--- config.mk ---
export PLATFORM = sky130hd
export DESIGN_NAME = emissor_snoop
export DESIGN_NICKNAME = d
export VERILOG_FILES = /design/src/rtl/emissor_snoop_pkg.sv /design/src/rtl/emissor_snoop_grant_wait_timer.sv /design/src/rtl/emissor_snoop.sv
export SDC_FILE = /design/constraint.sdc
export NUM_CORES = 1
export LEC_CHECK = 0
export CAP_MARGIN = 20
export CORE_MARGIN = 2
export CORE_UTILIZATION = 51
export DETAILED_ROUTE_END_ITERATION = 7
export GPL_ROUTABILITY_DRIVEN = 0
export HOLD_SLACK_MARGIN = 0.15
export PLACE_DENSITY = 0.77
export SLEW_MARGIN = 20
export SYNTH_ARGS = -nofsm -noshare
export SYNTH_HDL_FRONTEND = slang
export SYNTH_HIERARCHICAL = 1
export SYNTH_SLANG_ARGS = --single-unit
--- constraint.sdc ---
create_clock -name clock -period 2.6 [get_ports clock]
set_input_delay 0.26 -clock clock [delete_from_list [all_inputs] [get_ports clock]]
set_output_delay 0.26 -clock clock [all_outputs]
set_load 0.02 [all_outputs]
--- src/rtl/emissor_snoop_pkg.sv ---
// Shared definitions for the MSI snooping pair (emissor_snoop and its receptor).
//
// Contents:
//   line_state_e : MSI line state encodings (INVALID, SHARED, EXCLUSIVE)
//   bus_msg_e    : bus message codes driven on mensagemBus (BUS_NONE = idle bus)
//   snoop_apply  : line state after a receptor-reported invalidate/downgrade
//   is_miss_msg  : true for messages that count as a cache miss on the bus
package emissor_snoop_pkg;

  typedef enum logic [1:0] {
    INVALID   = 2'b00,
    SHARED    = 2'b01,
    EXCLUSIVE = 2'b10
  } line_state_e;

  typedef enum logic [2:0] {
    BUS_NONE       = 3'b000,
    WRITE_MISS_BUS = 3'b001,
    READ_MISS_BUS  = 3'b010,
    INVALIDATE_BUS = 3'b011
  } bus_msg_e;

  // An invalidate dominates a simultaneous downgrade; a downgrade only
  // affects an EXCLUSIVE line.
  function automatic line_state_e snoop_apply(input line_state_e cur,
                                              input logic        inv,
                                              input logic        shr);
    line_state_e nxt;
    nxt = cur;
    if (inv) begin
      nxt = INVALID;
    end else if (shr && (cur == EXCLUSIVE)) begin
      nxt = SHARED;
    end
    return nxt;
  endfunction

  function automatic logic is_miss_msg(input bus_msg_e msg);
    return (msg == READ_MISS_BUS) || (msg == WRITE_MISS_BUS);
  endfunction

endpackage

--- src/rtl/emissor_snoop_grant_wait_timer.sv ---
// Grant-wait timer: counts cycles a bus request has gone ungranted.
//
// Ports:
//   clock   : system clock, rising edge
//   reset   : asynchronous, active-low reset
//   enable  : count this cycle (request pending, no grant)
//   clear   : synchronous clear, has priority over enable
//   timeout : high in the cycle whose count step reaches MAX_WAIT
module emissor_snoop_grant_wait_timer #(
  parameter int unsigned MAX_WAIT = 15,
  parameter int unsigned WAIT_W   = 4
) (
  input  logic clock,
  input  logic reset,
  input  logic enable,
  input  logic clear,
  output logic timeout
);

  logic [WAIT_W-1:0] cnt_q, cnt_d;

  always_comb begin
    cnt_d = cnt_q;
    if (clear) begin
      cnt_d = '0;
    end else if (enable) begin
      cnt_d = cnt_q + WAIT_W'(1);
    end
  end

  always_ff @(posedge clock or negedge reset) begin
    if (!reset) begin
      cnt_q <= '0;
    end else begin
      cnt_q <= cnt_d;
    end
  end

  // Flagged one cycle early so the request is dropped exactly after
  // MAX_WAIT ungranted cycles.
  assign timeout = enable && (cnt_q == WAIT_W'(MAX_WAIT - 1));

endmodule

--- src/rtl/emissor_snoop.sv ---
// Processor-side MSI controller for a single cache line.
//
// Classifies CPU requests against the line state, obtains the bus through a
// request/grant handshake (with a one-cycle backoff after MAX_WAIT ungranted
// cycles), drives one bus message, then pulses cpuReady and updates the
// line state. Snoop results from the receptor are folded in while the
// controller does not own the bus.
//
// Ports:
//   clock, reset   : clock (rising edge) and asynchronous active-low reset
//   cpuValid       : CPU request strobe, sampled in IDLE only
//   cpuWrite       : 1 = write, 0 = read
//   cpuHit         : tag match for the requested address
//   busGrant       : arbiter grant
//   snoopInvalida  : receptor invalidated the line
//   snoopShared    : receptor downgraded EXCLUSIVE -> SHARED
//   mensagemBus    : bus message, non-zero only in the drive cycle
//   busReq         : bus request
//   writeBack      : write-back strobe when an EXCLUSIVE line is evicted
//   cpuReady       : one-cycle completion pulse
//   estado         : line state (INVALID/SHARED/EXCLUSIVE)
//   missCount      : saturating miss counter (only with MISS_COUNT_EN)
//
// Build option: define MISS_COUNT_EN to add the missCount output.
module emissor_snoop
  import emissor_snoop_pkg::*;
#(
  parameter int unsigned MAX_WAIT = 15,
  parameter int unsigned WAIT_W   = 4
) (
  input  logic        clock,
  input  logic        reset,
  input  logic        cpuValid,
  input  logic        cpuWrite,
  input  logic        cpuHit,
  input  logic        busGrant,
  input  logic        snoopInvalida,
  input  logic        snoopShared,
  output logic [2:0]  mensagemBus,
  output logic        busReq,
  output logic        writeBack,
  output logic        cpuReady,
  output logic [1:0]  estado
`ifdef MISS_COUNT_EN
  ,
  output logic [15:0] missCount
`endif
);

  typedef enum logic [2:0] {
    StIdle,
    StReq,
    StBackoff,
    StDrive,
    StDone
  } fsm_e;

  fsm_e        state_q, state_d;
  line_state_e estado_q, estado_d;
  bus_msg_e    pending_q, pending_d;
  logic        evict_q, evict_d;

  bus_msg_e    msg_q;
  logic        bus_req_q;
  logic        write_back_q;
  logic        cpu_ready_q;

  line_state_e est_snooped;
  logic        snoop_window;
  logic        timer_en;
  logic        timer_clr;
  logic        timeout;

  emissor_snoop_grant_wait_timer #(
    .MAX_WAIT (MAX_WAIT),
    .WAIT_W   (WAIT_W)
  ) u_grant_wait_timer (
    .clock   (clock),
    .reset   (reset),
    .enable  (timer_en),
    .clear   (timer_clr),
    .timeout (timeout)
  );

  // Snoops are ignored while this controller owns the bus (DRIVE/DONE).
  assign snoop_window = (state_q == StIdle) || (state_q == StReq) || (state_q == StBackoff);
  assign est_snooped  = snoop_apply(estado_q, snoopInvalida, snoopShared);

  always_comb begin
    state_d   = state_q;
    estado_d  = estado_q;
    pending_d = pending_q;
    evict_d   = evict_q;
    timer_en  = 1'b0;
    timer_clr = 1'b1;

    if (snoop_window) begin
      estado_d = est_snooped;
    end

    unique case (state_q)
      StIdle: begin
        if (cpuValid) begin
          // Classification uses the post-snoop state of this same cycle.
          pending_d = BUS_NONE;
          evict_d   = 1'b0;
          if (!cpuWrite && cpuHit && (est_snooped != INVALID)) begin
            state_d = StDone;
          end else if (cpuWrite && cpuHit && (est_snooped == EXCLUSIVE)) begin
            state_d = StDone;
          end else if (cpuWrite && cpuHit && (est_snooped == SHARED)) begin
            pending_d = INVALIDATE_BUS;
            state_d   = StReq;
          end else begin
            pending_d = cpuWrite ? WRITE_MISS_BUS : READ_MISS_BUS;
            evict_d   = !cpuHit && (est_snooped == EXCLUSIVE);
            state_d   = StReq;
          end
        end
      end

      StReq: begin
        // Losing the shared copy turns the pending upgrade into a full miss.
        if (snoopInvalida && (pending_q == INVALIDATE_BUS)) begin
          pending_d = WRITE_MISS_BUS;
        end
        if (busGrant) begin
          state_d = StDrive;
        end else begin
          timer_clr = 1'b0;
          timer_en  = 1'b1;
          if (timeout) begin
            state_d = StBackoff;
          end
        end
      end

      StBackoff: begin
        if (snoopInvalida && (pending_q == INVALIDATE_BUS)) begin
          pending_d = WRITE_MISS_BUS;
        end
        state_d = StReq;
      end

      StDrive: begin
        state_d = StDone;
        // The new state is visible in the DONE cycle alongside cpuReady.
        unique case (pending_q)
          READ_MISS_BUS:                  estado_d = SHARED;
          WRITE_MISS_BUS, INVALIDATE_BUS: estado_d = EXCLUSIVE;
          default:                        estado_d = estado_q;
        endcase
      end

      StDone: begin
        state_d   = StIdle;
        pending_d = BUS_NONE;
        evict_d   = 1'b0;
      end

      default: begin
        state_d = StIdle;
      end
    endcase
  end

  always_ff @(posedge clock or negedge reset) begin
    if (!reset) begin
      state_q   <= StIdle;
      estado_q  <= INVALID;
      pending_q <= BUS_NONE;
      evict_q   <= 1'b0;
    end else begin
      state_q   <= state_d;
      estado_q  <= estado_d;
      pending_q <= pending_d;
      evict_q   <= evict_d;
    end
  end

  // Outputs are registered from the next-state decode so they line up
  // with the state they belong to.
  always_ff @(posedge clock or negedge reset) begin
    if (!reset) begin
      msg_q        <= BUS_NONE;
      bus_req_q    <= 1'b0;
      write_back_q <= 1'b0;
      cpu_ready_q  <= 1'b0;
    end else begin
      msg_q        <= (state_d == StDrive) ? pending_d : BUS_NONE;
      bus_req_q    <= (state_d == StReq) || (state_d == StDrive);
      write_back_q <= (state_d == StDrive) && evict_d;
      cpu_ready_q  <= (state_d == StDone);
    end
  end

  assign mensagemBus = msg_q;
  assign busReq      = bus_req_q;
  assign writeBack   = write_back_q;
  assign cpuReady    = cpu_ready_q;
  assign estado      = estado_q;

`ifdef MISS_COUNT_EN
  logic [15:0] miss_count_q;

  always_ff @(posedge clock or negedge reset) begin
    if (!reset) begin
      miss_count_q <= '0;
    end else if ((state_q == StDrive) && is_miss_msg(pending_q) &&
                 (miss_count_q != 16'hFFFF)) begin
      miss_count_q <= miss_count_q + 16'd1;
    end
  end

  assign missCount = miss_count_q;
`endif

endmodule

==> results_dict.tcl, run 1 <==
set metrics [dict create \
    relSlewSlack_pct 45.53 \
    power_density_nw_per_um2 824.9 \
    fillerInstances 146 \
    antenna_found_initial 0 \
    dr.pass1.iters 4 \
    met3WireLength_um 74 \
    pwr-share-clk_pct 14.7 \
    syn_to_final_growth_pct 21.33 \
    cts_tree "done" \
    critPathKind "register to register" \
    critPathSlowestCell "dfrtp_1" \
    yosysWarningCount 6 \
    timing.rr.end "mensagemBus[1]" \
    syn_area_sq_um 979.7 \
    postCtsResizedCells 0 \
    postCtsSetupBuffers 0 \
    hold_buffers 0 \
    io_buffers 15 \
    grt_pass1_wl_um 3001 \
    cts-root-buf "clkbuf_4" \
    first_iter_violations 16 \
    cts_max_level 1 \
    p_switching_mw 0.3753 \
    hp-class "input port to async pin" \
    wl_met2_um 903 \
    critical_path.max_fanout 8 \
    multi_input_area_sq_um 470.5 \
    clkSinkCount 19 \
    top_layer_used "met4" \
    final_util_pct 67.38 \
    worstReg2RegStart "state_q[1]" \
    slew_violations 0 \
    grt_max_degree 20 \
    path_buf_inv 1 \
    initial_core_util_pct 55.53 \
    r2r_slack_ps 630 \
    drive_gt1_share_pct 11.82 \
    crit_family "simple AND/OR/NAND/NOR gates" \
    p_seq_share_pct 43.5 \
    timing.critical_path.required_ps 2800 \
    hpwlAfterDp_um 1383 \
    design.core.area_sq_um 1764 \
    finalCriticalPeriod_ps 1969 \
    setup_viol 0 \
    syn_inst 91 \
    drc 0 \
    crit_chain "nor2_1, nand2_1, nor2_1, buf_4, and4_1, nand2b_1, a21oi_1, o21bai_4, and3_1" \
    grt_usage_pct 19.46 \
    yosysUniqueCellTypes 39 \
    worstMarginPinSlew_ps 814.4 \
    met1_length_um 859 \
    vias_per_cell 5.556 \
    crit_path_max_incr_delay_ps 490 \
    cap_violations 0 \
    die_area_sq_um 2288 \
    swShare_pct 38.27 \
    fin_nets 121 \
    start_kind "register" \
    synth-seq-cells 19 \
    insertion_delay_ps 300 \
    cts.path.max_buffers 2 \
    cts_made_buffers 3 \
    status "complete, no violations" \
    end_kind "register" \
    synth_nets 101 \
    seq_area_sq_um 475.5 \
    synth-edff-count 0 \
    die_x_um 47.83 \
    final.setup.tns_ps 0 \
    rsz0062_at_grt "false" \
    wl_um 1844 \
    io_pins 16 \
    syn_area_per_cell_sq_um 10.77 \
    rows 15 \
    antenna_left 0 \
    crit_top_cell "nor2_1" \
    fmax_mhz 507.9 \
    wire_per_inst_um 13.66 \
    holdWs_ps 419.4 \
    overflow 0 \
    combinationalPowerShare_pct 41.8 \
    hold_viol_final 0 \
    yosysSeqAreaShare_pct 48.53 \
    internal_power_mw 0.6053 \
    ir_worst_vdd_v 0.0006132 \
    path_clk_slew_ps 110 \
    antenna_cells 0 \
    reg2reg_depth 9 \
    async_reset_ff_share_pct 100.0 \
    worstPathArrival_ps 2170 \
    die_y_um 47.83 \
    synthFlopType "dfrtp_1" \
    clock_skew_ps 9.604 \
    fin_crit_sh_pct 75.73 \
    grt_pass1_vias 701 \
    p_leak_nw 0.5154 \
    vias 750 \
]
==> routing by layer <==
metal	up-vias	global-route usage (%)
li1	370	-
met1	362	23.76
met2	16	33.60
met3	2	6.792
met4	0	3.243
met5	-	0
==> metrics by stage <==
step	instance area, sq um	std cells	total power, mW	setup WS [ps]
6_report	1189	135	0.9805	631.0
5_1_grt	1189	135	1.053	511.0
4_1_cts	1189	135	0.9870	625.0
3_5_place_dp	1161	131	0.8384	662.2
3_3_place_gp	1161	131	0.8292	711.1
2_1_floorplan	979.7	91	0.7093	633.1
==> cell usage in the layout (no fill, tap or decap), drive strengths merged, types with 3 or more instances in the layout <==
cell type / count
a21oi: 8
dfrtp: 19
o211ai: 3
clkdlybuf4s50: 15
nor2: 6
clkbuf: 3
and3: 3
o21ai: 5
nand2: 3
nand2b: 3
inv: 5
nor2b: 5
==> worst reg2reg max path: stages (launching register included) <==
cell and delay (ps):
dfrtp_1 490, nor2_1 210, nand2_1 80, nor2_1 100
buf_4 150, and4_1 220, nand2b_1 60, a21oi_1 290
o21bai_4 100, and3_1 170
==> flip-flops by register name (all words and copies together) (netlist names) <==
| signal | flops |
|---|---|
| u_grant_wait_timer/cnt_q | 4 |
| mensagemBus | 3 |
| pending_q | 3 |
| state_q | 3 |
| estado | 2 |
| busReq | 1 |
| cpuReady | 1 |
| evict_q | 1 |
| writeBack | 1 |
==> synthesized netlist by cell type (2+ instances only) <==
master	instances	share of area (%)
o211ai_1	3	2.3
nor2_1	6	2.3
nor4b_1	2	1.8
inv_1	5	1.9
nand4_1	2	1.3
dfrtp_1	19	49
o21ai_0	3	1.5
nand2_1	3	1.1
ha_1	2	2.6
a21oi_1	8	4.1
o21ai_1	2	1.0
and3_1	3	1.9
nor2b_1	5	3.2
nand2b_1	3	1.9
==> worst max path at each step <==
stage / start / end / cells past startpoint
after floorplan: state_q[2] / mensagemBus[1] / 9
after global placement: state_q[1] / mensagemBus[1] / 9
after detailed placement: state_q[1] / mensagemBus[1] / 9
after CTS: state_q[1] / mensagemBus[1] / 9
after global routing: state_q[1] / mensagemBus[1] / 9
final: state_q[1] / mensagemBus[1] / 9
==> cells by family after synthesis <==
group / count (synthesis) / synth area share, %
AOI/OAI and AO/OA: 25 / 19.16
adders and majority gates: 2 / 2.554
xor gates and xnor gates: 1 / 0.8942
DFF: 19 / 48.53
buffers and inverters: 7 / 3.448
and+or+nand+nor: 36 / 23.88
muxes: 1 / 1.532
==> power groups by stage <==
stage	clock network, mW	logic (mW)	registers (mW)
final	0.144	0.410	0.426
after global routing	0.167	0.454	0.432
after CTS	0.150	0.411	0.426
after detailed placement	0	0.406	0.432
after global placement	0	0.401	0.428
after floorplan	0	0.278	0.432
==> layout make-up <==
class / count / area share, %
well taps: 25 / 2.632
multi-input cells: 65 / 39.58
inverters: 5 / 1.579
clock buffers: 3 / 1.895
repair buffers: 17 / 13.89
clock inverters: 1 / 0.4211
flip-flops and latches: 19 / 40.00
(Power assumes the default switching activity.)
==> run 2, diff against run 1 <==
==> constraint.sdc (replaced) <==
create_clock -name clock -period 2.05 [get_ports clock]
set_input_delay 0.205 -clock clock [delete_from_list [all_inputs] [get_ports clock]]
set_output_delay 0.205 -clock clock [all_outputs]
set_load 0.02 [all_outputs]
==> run 2 against run 1 <==
Effect of this change:
- wire length is 4.2% higher
- global-route usage is 0.23 points higher
- worst setup slack worse by 320 ps
- cell area is 1.3% higher
- flip-flop and latch count stayed put
- clock-buffer cell count stayed put
- critical path depth is 1 lower
- via count is 2.3% higher
- fmax is 13% higher
- largest power group is now combinational logic
==> results_dict.tcl, run 2 (synthesis results as in run 1) <==
set metrics [dict create \
    status "complete, no violations" \
    cap_violations 0 \
    worstMarginPinSlew_ps 417.6 \
    critical_path.max_fanout 5 \
    setup_viol 0 \
    rsz0062_at_grt "false" \
    antenna_cells 0 \
    cts_max_level 1 \
    crit_chain "nor2_1, nand2_1, nor2_1, and4_1, nand2b_1, a21oi_1, o21bai_4, nor3b_2" \
    clkSinkCount 19 \
    design.core.area_sq_um 1764 \
    final_util_pct 68.23 \
    drive_gt1_share_pct 13.39 \
    clock_skew_ps 6.265 \
    fin_crit_sh_pct 84.62 \
    worstPathArrival_ps 1930 \
    crit_path_end "writeBack" \
    io_buffers 15 \
    r2r_slack_ps 320 \
    finalCriticalPeriod_ps 1735 \
    die_x_um 47.83 \
    overflow 0 \
    timing.rr.end "writeBack" \
    fmax_mhz 576.4 \
    insertion_delay_ps 300 \
    grt_max_degree 20 \
    relSlewSlack_pct 71.86 \
    die_area_sq_um 2288 \
    grt_usage_pct 19.69 \
    path_buf_inv 0 \
    critPathSlowestCell "dfrtp_1" \
    hold_viol_final 0 \
    path_clk_slew_ps 110 \
    setup_ws_ps 315.2 \
    slew_violations 0 \
    dr.pass1.iters 4 \
    start_kind "register" \
    crit_family "simple AND/OR/NAND/NOR gates" \
    drc 0 \
    mostFrequentLayoutCells "dfrtp_1 (19), clkdlybuf4s50_1 (15), a21oi_1 (8), nor2_1 (6)" \
    cts-root-buf "clkbuf_4" \
    grt_pass1_wl_um 3111 \
    fin_nets 123 \
    power_density_nw_per_um2 1048 \
    antenna_left 0 \
    syn_to_final_growth_pct 22.86 \
    cp_num_cells 8 \
    final.setup.tns_ps 0 \
    reg2reg_depth 8 \
    io_pins 16 \
    p_leak_nw 0.5254 \
    wire_per_inst_um 14.03 \
    vias 767 \
    crit_start "state_q[1]" \
    cts.path.max_buffers 2 \
    rows 15 \
    first_iter_violations 4 \
    placed_area_sq_um 1176 \
    finish.instance_area_sq_um 1204 \
    largest-register "u_grant_wait_timer/cnt_q" \
    grt_pass1_vias 760 \
    postCtsResizedCells 0 \
    timing.critical_path.required_ps 2240 \
    initial_core_util_pct 55.53 \
    antenna_found_initial 0 \
    mostFrequentLayoutCell "dfrtp_1" \
    largest_reg_flops 4 \
    hp-class "input port to async pin" \
    cts_tree "done" \
    crit_path_max_incr_delay_ps 420 \
    total_power_mw 1.261 \
    post-place-ws_ps 234.8 \
    hpwlAfterDp_um 1466 \
    wl_um 1922 \
    worstReg2RegStart "state_q[1]" \
    crit_top_cell "nor2_1" \
    critPathKind "register to register" \
    end_kind "register" \
    die_y_um 47.83 \
    postCtsSetupBuffers 0 \
    cts_made_buffers 3 \
    vias_per_cell 5.599 \
    ir_worst_vdd_v 0.0006649 \
    hold_buffers 0 \
]
[run 2: cell types whose count changed in the layout (fill, tap and decap cells not counted)]
cell / delta
buf_4: +2
[run 2: area by class of cell]
class                   count  area (sq um)
repair buffers             19         180.2
multi-input cells          65         470.5
well taps                  25         31.28
flip-flops and latches     19         475.5
clock buffers               3         22.52
fillers                   161         560.5
clock inverters             1         5.005
inverters                   5         18.77
[run 2: worst min-delay path by stage]
| stage | startpoint | to | slack, ps | depth (start not counted) |
|---|---|---|---|---|
| 2_1_floorplan | reset | busReq | -90 | 0 |
| 3_3_place_gp | evict_q | evict_q | 470 | 2 |
| 3_5_place_dp | evict_q | evict_q | 480 | 2 |
| 4_1_cts | reset | pending_q[0] | 220 | 2 |
| 5_1_grt | reset | pending_q[0] | 240 | 2 |
| 6_report | reset | pending_q[0] | 220 | 2 |
[run 2: worst reg2reg max path: stages, from the launching register on]
cell and delay [ps]:
dfrtp_1 420, nor2_1 150, nand2_1 70, nor2_1 130
and4_1 230, nand2b_1 60, a21oi_1 310, o21bai_4 100
nor3b_2 160
[run 2: metal layers]
| layer | vias to the layer above | track usage (%) | share of wire, % |
|---|---|---|---|
| li1 | 373 | - | - |
| met1 | 374 | 24.29 | 44 |
| met2 | 16 | 33.33 | 52 |
| met3 | 4 | 3.774 | 2.6 |
| met4 | 0 | 8.649 | 1.0 |
| met5 | - | 0 | 0 |
[run 2: metrics by stage]
stage / hold slack, ps / cells
after floorplan: -90.59 / 91
after global placement: 465.2 / 133
after detailed placement: 481.4 / 133
after CTS: 217.5 / 137
after global routing: 235.6 / 137
final: 221.3 / 137
[run 2: power breakdown]
part           switching (mW)  total [mW]  internal, mW
clock network           0.119       0.191        0.0727
logic                   0.286       0.542         0.255
registers              0.0784       0.528         0.450
total                   0.483        1.26         0.778
==> run 3, diff against run 2 <==
==> constraint.sdc (replaced) <==
create_clock -name clock -period 1.6 [get_ports clock]
set_input_delay 0.16 -clock clock [delete_from_list [all_inputs] [get_ports clock]]
set_output_delay 0.16 -clock clock [all_outputs]
set_load 0.02 [all_outputs]
==> run 3 against run 2 <==
Effect of this change:
- the flow now finishes with violations (negative setup slack)
- cell area is 13% higher
- hold slack lost 40 ps
- fmax increased by 3.7%
- die area unchanged
- combinational power up 83%
- non-clock buffer count is 15 higher
- clock power is 30% higher
- worst setup slack got worse by 390 ps
- critical path depth down 3
- total power increased by 52%
==> results_dict.tcl, run 3 (synthesis results as in run 1) <==
set metrics [dict create \
    internal_power_mw 1.182 \
    p_leak_nw 0.6215 \
    rsz0062_at_grt "true" \
    clock_skew_ps 1.535 \
    slew_violations 0 \
    cts_max_level 1 \
    antenna_found_initial 0 \
    swShare_pct 38.36 \
    p_switching_mw 0.7358 \
    timing.rr.end "mensagemBus[1]" \
    worstMarginPinSlew_ps 335.1 \
    crit_path_max_incr_delay_ps 470 \
    largest-register "u_grant_wait_timer/cnt_q" \
    violations "negative setup slack" \
    cts.path.max_buffers 2 \
    grt_max_degree 20 \
    cts-root-buf "clkbuf_4" \
    antenna_cells 0 \
    cts_tree "done" \
    largest_reg_flops 4 \
    io_buffers 15 \
    reg2reg_depth 5 \
    grt_usage_pct 22.70 \
    total_power_mw 1.918 \
    hp-class "input port to async pin" \
    wl_um 2249 \
    critPathKind "register to register" \
    dr.pass1.iters 4 \
    fillerInstances 136 \
    cp_num_cells 5 \
    die_area_sq_um 2288 \
    io_pins 16 \
    insertion_delay_ps 300 \
    fin_nets 138 \
    status "finished, violations left" \
    overflow 0 \
    grt_pass1_vias 815 \
    fin_crit_sh_pct 104.6 \
    end_kind "register" \
    critical_path.max_fanout 5 \
    path_clk_slew_ps 110 \
    timing.critical_path.required_ps 1800 \
    start_kind "register" \
    drive_gt1_share_pct 30.71 \
    p_seq_share_pct 35.5 \
    worstPathArrival_ps 1880 \
    setup_ws_ps -73.11 \
    stdcell_count 152 \
    hold_viol_final 0 \
    relSlewSlack_pct 77.34 \
    ir_worst_vdd_v 0.001071 \
    initial_core_util_pct 55.53 \
    rows 15 \
    fmax_mhz 597.7 \
    power_density_nw_per_um2 1409 \
    final.setup.tns_ps -204.8 \
    finalCriticalPeriod_ps 1673 \
    cap_violations 0 \
    antenna_left 0 \
    vias 841 \
    critPathSlowestCell "dfrtp_2" \
    drc 0 \
    crit_chain "buf_4, nor3b_1, o211ai_1, a32o_1, and3_1" \
    syn_to_final_growth_pct 38.95 \
    mostFrequentLayoutCells "buf_4 (19), dfrtp_1 (17), clkdlybuf4s50_1 (14), a21oi_1 (7), inv_1 (5)" \
    path_buf_inv 1 \
    mostFrequentLayoutCell "buf_4" \
    r2r_slack_ps -70 \
    vias_per_cell 5.533 \
    dp_cells 146 \
    grt_pass1_wl_um 3498 \
    wire_per_inst_um 14.80 \
    crit_start "state_q[2]" \
    first_iter_violations 17 \
    pwr-share-clk_pct 12.9 \
    setup_viol 4 \
    combinationalPowerShare_pct 51.6 \
    worstReg2RegStart "state_q[2]" \
    crit_family "flip-flops" \
    die_y_um 47.83 \
    die_x_um 47.83 \
    clkSinkCount 19 \
    cts_made_buffers 3 \
    design.core.area_sq_um 1764 \
    hold_buffers 0 \
    hpwlAfterDp_um 1586 \
]
==> run 3: changes by cell type in the layout (fill, tap and decap cells not counted), moves of 2 or more <==
cell     previous run  this run
dfrtp_1            19        17
buf_4               4        19
nor2b_1             5         3
dfrtp_2             0         2
nor2_1              6         4
nor2b_2             0         2
nor2_4              0         2
==> run 3: worst max-delay path by stage <==
stage	to	slack, ps
CTS	mensagemBus[2]	-40
floorplan	mensagemBus[1]	-40
global route	mensagemBus[1]	-140
detailed placement	writeBack	-150
global placement	writeBack	-110
finish	mensagemBus[1]	-70
==> run 3: final cells by class <==
cell class              count  area, sq um  area share [%]
clock buffers               3        22.52           1.654
clock inverters             1        5.005          0.3676
multi-input cells          65        510.5           37.50
flip-flops and latches     19        478.0           35.11
well taps                  25        31.28           2.298
repair buffers             34        295.3           21.69
inverters                   5        18.77           1.379
==> run 3: what timing repair did <==
| item | CTS | global route |
|---|---|---|
| endpoints found under the setup margin | 4 | 8 |
| pin swaps | 2 | 5 |
| resized for setup | 1 | 6 |
| endpoints found under the hold margin | 0 | 0 |
| buffers inserted | 3 | 0 |
==> run 3: metal layers <==
metal / global-route usage [%] / vias to the layer above / wire length, um / share of wire [%]
met5: 0 / - / 0 / 0
met4: 8.108 / 0 / 26 / 1.2
met3: 3.774 / 4 / 97 / 4.3
met2: 37.60 / 21 / 1149 / 51
met1: 29.98 / 412 / 975 / 43
li1: - / 404 / - / -
==> run 3: power by group through the flow <==
stage	clock network, mW	logic (mW)	registers, mW
global placement	0	0.857	0.682
global route	0.270	1.08	0.695
finish	0.248	0.991	0.680
floorplan	0	0.512	0.707
detailed placement	0	0.887	0.685
CTS	0.246	0.945	0.678
==> run 3: metrics by stage <==
step / area (sq um) / utilization [%] / worst slack [ps] / hold slack (ps)
floorplan: 1011 / - / -35.78 / -135.6
global placement: 1295 / 73.40 / -110.1 / 470.1
detailed placement: 1295 / 73.40 / -153.9 / 486.1
CTS: 1346 / 76.31 / -39.02 / 193.1
global route: 1361 / 77.16 / -140.1 / 202.6
finish: 1361 / 77.16 / -73.11 / 181.6
